File: config.mk
export PLATFORM = sky130hd
export DESIGN_NAME = aes128_key_schedule
export DESIGN_NICKNAME = d
export VERILOG_FILES = /design/src/rtl/aes128_key_schedule.sv
export SDC_FILE = /design/constraint.sdc
export NUM_CORES = 2
export LEC_CHECK = 0
export ABC_AREA = 0
export BUFFER_PORTS_ARGS = -buffer_cell sky130_fd_sc_hd__buf_2
export CAP_MARGIN = 30
export CORE_UTILIZATION = 53
export CTS_CLUSTER_DIAMETER = 60
export DETAILED_ROUTE_END_ITERATION = 16
export MAX_ROUTING_LAYER = met4
export PLACE_DENSITY = 0.67
export SYNTH_ARGS = -nofsm -noshare
export SYNTH_HDL_FRONTEND = slang
export SYNTH_SLANG_ARGS = --single-unit
File: constraint.sdc
create_clock -name clk -period 31.6 [get_ports clk]
set_input_delay 0 -clock clk [delete_from_list [all_inputs] [get_ports clk]]
set_output_delay 0 -clock clk [all_outputs]
set_load 0.05 [all_outputs]
File: src/rtl/aes128_key_schedule.sv
// AES-128 iterative key expansion: emits round keys 0..10 over a valid/ready
// stream, computing each next round key combinationally from the current one.

// Byte substitution: multiplicative inverse in GF(2^8) followed by the AES
// affine transform.
module aes_sbox (
    input  logic [7:0] sbox_in,
    output logic [7:0] sbox_out
);

    function automatic logic [7:0] xtime(input logic [7:0] a);
        return {a[6:0], 1'b0} ^ (a[7] ? 8'h1b : 8'h00);
    endfunction

    function automatic logic [7:0] gf_mul(input logic [7:0] a, input logic [7:0] b);
        logic [7:0] p;
        logic [7:0] aa;
        p  = 8'h00;
        aa = a;
        for (int i = 0; i < 8; i++) begin
            if (b[i]) p = p ^ aa;
            aa = xtime(aa);
        end
        return p;
    endfunction

    // x^254 == x^-1 for nonzero x, and maps 0 to 0 as the S-box requires.
    function automatic logic [7:0] gf_inv(input logic [7:0] x);
        logic [7:0] sq;
        logic [7:0] acc;
        sq  = x;
        acc = 8'h01;
        for (int i = 1; i < 8; i++) begin
            sq  = gf_mul(sq, sq);
            acc = gf_mul(acc, sq);
        end
        return acc;
    endfunction

    logic [7:0] inv;

    // Inverse followed by affine map b ^ rotl1 ^ rotl2 ^ rotl3 ^ rotl4 ^ 0x63.
    always_comb begin
        inv      = gf_inv(sbox_in);
        sbox_out = inv
                 ^ {inv[6:0], inv[7]}
                 ^ {inv[5:0], inv[7:6]}
                 ^ {inv[4:0], inv[7:5]}
                 ^ {inv[3:0], inv[7:4]}
                 ^ 8'h63;
    end

endmodule

module aes128_key_schedule (
    input  logic         clk,
    input  logic         rst_n,
    input  logic         key_valid,
    output logic         key_ready,
    input  logic [127:0] key_in,
    output logic         rk_valid,
    input  logic         rk_ready,
    output logic [127:0] rk_data,
    output logic [3:0]   rk_round,
    output logic         rk_last
);

    typedef enum logic [0:0] {IDLE = 1'b0, ACTIVE = 1'b1} state_t;

    state_t         state_q, state_d;
    logic [127:0]   key_q, key_d;
    logic [3:0]     round_q, round_d;
    logic [7:0]     rcon_q, rcon_d;

    logic [31:0]    w0, w1, w2, w3;
    logic [31:0]    rot_w3, sub_w, t_w;
    logic [31:0]    n0, n1, n2, n3;
    logic           last_round;
    logic           rk_fire;

    assign w0 = key_q[127:96];
    assign w1 = key_q[95:64];
    assign w2 = key_q[63:32];
    assign w3 = key_q[31:0];

    assign rot_w3 = {w3[23:0], w3[31:24]};

    aes_sbox u_sbox0 (.sbox_in(rot_w3[31:24]), .sbox_out(sub_w[31:24]));
    aes_sbox u_sbox1 (.sbox_in(rot_w3[23:16]), .sbox_out(sub_w[23:16]));
    aes_sbox u_sbox2 (.sbox_in(rot_w3[15:8]),  .sbox_out(sub_w[15:8]));
    aes_sbox u_sbox3 (.sbox_in(rot_w3[7:0]),   .sbox_out(sub_w[7:0]));

    // Next round key: the chained XORs form the critical path into key_q.
    always_comb begin
        t_w = sub_w ^ {rcon_q, 24'h000000};
        n0  = w0 ^ t_w;
        n1  = w1 ^ n0;
        n2  = w2 ^ n1;
        n3  = w3 ^ n2;
    end

    assign last_round = (round_q == 4'd10);
    assign rk_fire    = (state_q == ACTIVE) && rk_ready;

    // State register plus key/round/rcon datapath registers.
    always_ff @(posedge clk or negedge rst_n) begin
        if (!rst_n) begin
            state_q <= IDLE;
            key_q   <= '0;
            round_q <= '0;
            rcon_q  <= 8'h01;
        end else begin
            state_q <= state_d;
            key_q   <= key_d;
            round_q <= round_d;
            rcon_q  <= rcon_d;
        end
    end

    // Next-state: accept a key in IDLE, return to IDLE once round 10 is taken.
    always_comb begin
        state_d = state_q;
        case (state_q)
            IDLE:    if (key_valid) state_d = ACTIVE;
            ACTIVE:  if (rk_ready && last_round) state_d = IDLE;
            default: state_d = IDLE;
        endcase
    end

    // Datapath update: load on accept, advance on every non-final handshake.
    always_comb begin
        key_d   = key_q;
        round_d = round_q;
        rcon_d  = rcon_q;
        if (state_q == IDLE) begin
            if (key_valid) begin
                key_d   = key_in;
                round_d = 4'd0;
                rcon_d  = 8'h01;
            end
        end else if (rk_fire && !last_round) begin
            key_d   = {n0, n1, n2, n3};
            round_d = round_q + 4'd1;
            rcon_d  = {rcon_q[6:0], 1'b0} ^ (rcon_q[7] ? 8'h1b : 8'h00);
        end
    end

    // Outputs: handshake flags from state, data straight from the key register.
    always_comb begin
        key_ready = (state_q == IDLE);
        rk_valid  = (state_q == ACTIVE);
        rk_last   = (state_q == ACTIVE) && last_round;
        rk_data   = key_q;
        rk_round  = round_q;
    end

endmodule

======== Word-level counts from Yosys, hierarchy flattened ========
Index checks and enable logic that the tools add are counted.
storage, ports and cells
  input port bits ......................... 132
  bits in registers ....................... 141
cells by class
  muxes and demuxes ....................... 825
  reductions and logical operators ........ 7
  bitwise operators ....................... 783
  equal/unequal tests ..................... 2
  add/sub/neg operators ................... 1
operator list
  kind                 number
  $xor 8x8->8          744
  $mux 8               423
  $mux 5               369
  $mux 128             3
  $xor 32x32->32       5
  $mux 4               7
  $mux 7               4
  $not 1->1 const A    28
  $mux 6               4
  $not 4->4            4
  $mux 3               4
  $mux 2               4
  $xor 8x5->8          1
  $mux 1               6
  $add 4x1->4 const B  1
  $eq 4x4->1 const B   1
  $logic_and 1x1->1    4
  $ne 2x1->1 const B   1
  $pmux 1 s2           1
  $reduce_and 2->1     1
  $reduce_bool 2->1    1
  $logic_not 1->1      1
  $not 1->1            1

======== Depth between registers and ports, before layout ========
  depth after elaboration ................. 139
  mapped depth ............................ 69
  gate-level depth less buffers ........... 57

======== Hierarchy ========
A second synthesis with hierarchy kept.
unflattened totals
  cell total of the unflattened synthesis .. 8731
  area total of the unflattened synthesis .. 70139.8 um^2
by module, submodules not included
  module               area each (um^2)  cells each  sequential area each (um^2)  times used
  aes_sbox             15220.8           1942        0.0                          4
  aes128_key_schedule  9256.4            963         3529.6                       1

======== Worst setup path before layout ========
No wires, ideal clock.
  kind .................................... register to register
  start ................................... reg key_q[23] (netlist: rk_data[23])
  end ..................................... reg key_q[30] (netlist: rk_data[30])
  data arrival time ....................... 15410 ps
  required time ........................... 31474 ps
  setup time .............................. 126 ps
  period minus slack after synthesis ...... 15536 ps
  stages on the path, launching flop included .. 65
  slack ................................... 16064 ps
  cells stage by stage .................... dfrtp_1 > buf_4 > buf_2 > nand2_1 > xnor2_1 > inv_2 > clkbuf_1 > ha_1 > buf_1 > xor3_1 > mux2i_1 > xnor2_2 > xnor2_2 > inv_2 > ha_1 > clkbuf_1 > nand2_1 > xor2_1 > [... 29 more ...] > a31oi_1 > xnor2_1 > o211ai_1 > xor2_1 > clkbuf_1 > buf_2 > nor3_1 > a211o_1 > or3_1 > a31oi_1 > xnor2_1 > a21oi_1 > xnor2_1 > nor2_1 > xor2_2 > xor2_4 > xnor3_1 > o311a_1
between the ends
  word-level cells in the longest chain between the ends .. 136
  elaborated cells between the ends (all ways) .. 393
  those cells by class .................... mux: 201; bitwise: 192
RTL lines
  item                            line  RTL
  start: declaration              71    logic [127:0] key_q, key_d;
  start signal: assignment        114   key_q <= key_d;
  $mux 5                          12    return {a[6:0], 1'b0} ^ (a[7] ? 8'h1b : 8'h00);
  $xor 8x8->8                     12
  $xor 8x8->8                     21    if (b[i]) p = p ^ aa;
  $mux 8                          21
  $xor 8x8->8                     21
  $mux 8                          21
  $xor 8x8->8                     21
  $mux 8                          21
  [... 120 more ...]              n/a
  $not 4->4 (no source line) (*)  n/a
  $xor 32x32->32 (*)              95    t_w = sub_w ^ {rcon_q, 24'h000000};
  $xor 32x32->32 (*)              96    n0 = w0 ^ t_w;
  $xor 32x32->32 (*)              97    n1 = w1 ^ n0;
  $xor 32x32->32 (*)              98    n2 = w2 ^ n1;
  $xor 32x32->32 (*)              99    n3 = w3 ^ n2;
  $mux 128 (*)                    141   end else if (rk_fire && !last_round) begin
  $mux 128 (*)                    135   if (state_q == IDLE) begin
Mark *: on every way between the ends. The rest lies on a longest branch, timed or not. The select of a mux whose other input is x is not followed.
A chain may end at the register's enable or synchronous reset.

======== Final worst setup path ========
  start ................................... reg key_q[15] (netlist: rk_data[15])
  end ..................................... reg key_q[22] (netlist: rk_data[22])
Same word-level chain as after synthesis.

==> results.sh <==
export IMPL_synth_xor_area_frac=0.481
export IMPL_grt_pass1_wl_mm=322
export IMPL_fp_dieW_um=349
export IMPL_dieHeight_um=349
export IMPL_hp_class="input pin to asynchronous set/reset pin"
export IMPL_tritoncts="built"
export IMPL_cts_root_buf="clkbuf_16"
export IMPL_vias=61800
export IMPL_syn_nets=8696
export IMPL_layout_commonest_cell="xnor2_1"
export IMPL_drt_pass1_iter_count=7
export IMPL_synth_area_sq_um=63700
export IMPL_cp_max_fo=24
export IMPL_critPathKind="flip-flop to flip-flop"
export IMPL_grt_setup_unrepaired="no"
export IMPL_synth_adder_area_share=0.00475
export IMPL_route_detailed_drc=0
export IMPL_htreeDepth=4
export IMPL_cp_common_cell="xnor2_1"
export IMPL_drtAntennaViolNets=0
export IMPL_ys_ff_latch=141
export IMPL_worst_pin_slew_ps=1140
export IMPL_layout_nets=8802
export IMPL_status="finished, final reports clean"
export IMPL_clk_pin_slew_ps=90
export IMPL_areaGrowthSynthToFinish_pct=8.28
export IMPL_cts_buffers=17
export IMPL_overflow=0
export IMPL_seqCellArea_sq_um=3530
export IMPL_viasPerCell=6.02
export IMPL_portBuffers=266
export IMPL_fin_skew_ps=25.6
export IMPL_syn_inst=8543
export IMPL_cp_slowest_stage_delay_ps=850
export IMPL_slew_headroom=0.236
export IMPL_cp_start_kind="flip-flop"
export IMPL_dr_first_iter_drc_count=6836
export IMPL_arrival_ps=19970
export IMPL_multi_input_area_sq_um=57700
export IMPL_synth_top_family_by_area="XOR/XNOR gates"
export IMPL_synthMuxAreaShare=0.0392
export IMPL_grt_usage=0.332
export IMPL_antenna_found_initial=3
export IMPL_start_util=0.537
export IMPL_hpwl_mm=148
export IMPL_cts_resized_gates=0
export IMPL_fin_crit_sh=0.619
export IMPL_synth_distinct_cells=118
export IMPL_cpMaxStageDelayCell="dfrtp_1"
export IMPL_grt_pass1_vias=56400
export IMPL_dieArea_sq_um=122000
export IMPL_clkSinkCount=141
export IMPL_ys_seq_area_frac=0.0554
export IMPL_layout_common_cells="1807 x xnor2_1, 1184 x nor2_1, 938 x nand2_1"
export IMPL_fmax_ghz=0.0511
export IMPL_fin_setup_tns_ps=0
export IMPL_core_area_sq_um=119000
export IMPL_wire_per_inst_um=19.9
export IMPL_crit_required_ps=32000
export IMPL_drive_above_1_share=0.106
export IMPL_finalWirelength_mm=204
export IMPL_synth_compound_area_frac=0.178
export IMPL_drv_cap=0
export IMPL_rows=126
export IMPL_hold_buffers=129
export IMPL_fin_crit_ps=19570
export IMPL_clk_latency_ps=490
export IMPL_synth_main_ff_cell="dfrtp_1"
export IMPL_post_cts_buffers=0
export IMPL_yosysWarnings=0
export IMPL_final_hold_viol_count=0
export IMPL_clock_path_buffers=2
export IMPL_fillers=11100
export IMPL_finalSetupViolCount=0
export IMPL_grt_max_degree=89
export IMPL_synthArstFlopShare=1.00
export IMPL_synth_avg_cell_area_sq_um=7.46
export IMPL_finalMaxSlewViolations=0
export IMPL_synthSimpleGateAreaFrac=0.195
export IMPL_synth_edf_count=0
export IMPL_gp_congestion=0.965
export IMPL_cp_end_kind="flip-flop"
export IMPL_num_io_pins=267
==> flip-flops by register name (all words and copies together) (netlist names) <==
| signal | cells |
|---|---|
| rk_valid | 1 |
| rcon_q | 8 |
| rk_round | 4 |
| rk_data | 128 |
==> critical path: cells and delay by family, from the launching register on <==
family | cells | cell delay (ps)
flops | 1 | 850
compound gates | 8 | 2010
simple gates | 12 | 2820
buf+inv | 4 | 1210
xor+xnor | 32 | 11970
fa+ha+maj | 1 | 540
==> cell type report <==
class / count / share of cell area
Antenna cell: 3 / 0.000109
Clock buffer: 17 / 0.00617
Multi-Input combinational cell: 7715 / 0.836
Sequential cell: 141 / 0.0512
Clock inverter: 15 / 0.00274
Inverter: 102 / 0.00555
Timing Repair Buffer: 672 / 0.0692
Tap cell: 1600 / 0.0290
==> cells by family after synthesis <==
| family | count (synthesis) |
|---|---|
| mux | 241 |
| compound gates | 1750 |
| xor+xnor | 2805 |
| simple gates | 2894 |
| flops | 141 |
| buf+inv | 687 |
| fa+ha+maj | 25 |
==> routing by layer <==
layer,wire length [um],part of all wire,vias to the layer above,GRT usage
met2,90700,0.44,2690,0.503
met1,91000,0.45,29400,0.462
li1,-,-,29400,-
met3,17300,0.085,310,0.0428
met5,0,0,-,-
met4,5250,0.026,0,0.0871
==> path summary, 6_finish.rpt <==
path,start,to,slack [ps],cells past startpoint
max,rk_data[15]$_DFFE_PN0P_,rk_data[22]$_DFFE_PN0P_,12030,57
min,rst_n,rk_data[38]$_DFFE_PN0P_,10,2
max reg2reg,rk_data[15]$_DFFE_PN0P_,rk_data[22]$_DFFE_PN0P_,12030,57
min reg2reg,rcon_q[5]$_DFFE_PN0P_,rcon_q[6]$_DFFE_PN0P_,550,2
max in group asynchronous,rst_n,rk_data[31]$_DFFE_PN0P_,30050,4
min in group clk,key_in[8],rk_data[8]$_DFFE_PN0P_,40,5
==> synth_stat cells (153+ instances only) <==
library cell	number	share of area
xnor2_1	1833	0.25
nor2_1	1187	0.070
nand2_1	940	0.055
xor2_1	481	0.066
a21oi_1	419	0.033
o21ai_0	403	0.032
clkbuf_1	357	0.021
xnor3_1	282	0.10
nor3_1	199	0.016
mux2i_1	194	0.030
nand3_1	172	0.014
buf_2	153	0.012
==> stage by stage <==
step           std cells  hold slack, ps  instance area (sq um)   util  setup slack (ps)
2_1_floorplan       8543            -296                  63700      -             16060
3_3_place_gp       10100             182                  66800  0.563             12580
3_5_place_dp       10100             181                  67000  0.564             12230
4_1_cts            10300            11.7                  68900  0.580             12140
5_1_grt            10300            16.8                  69000  0.581             10680
6_report           10300            10.0                  69000  0.581             12030
Power is not shown: default switching activity piles up to over one toggle a cycle in this logic, so the estimate is an artifact.
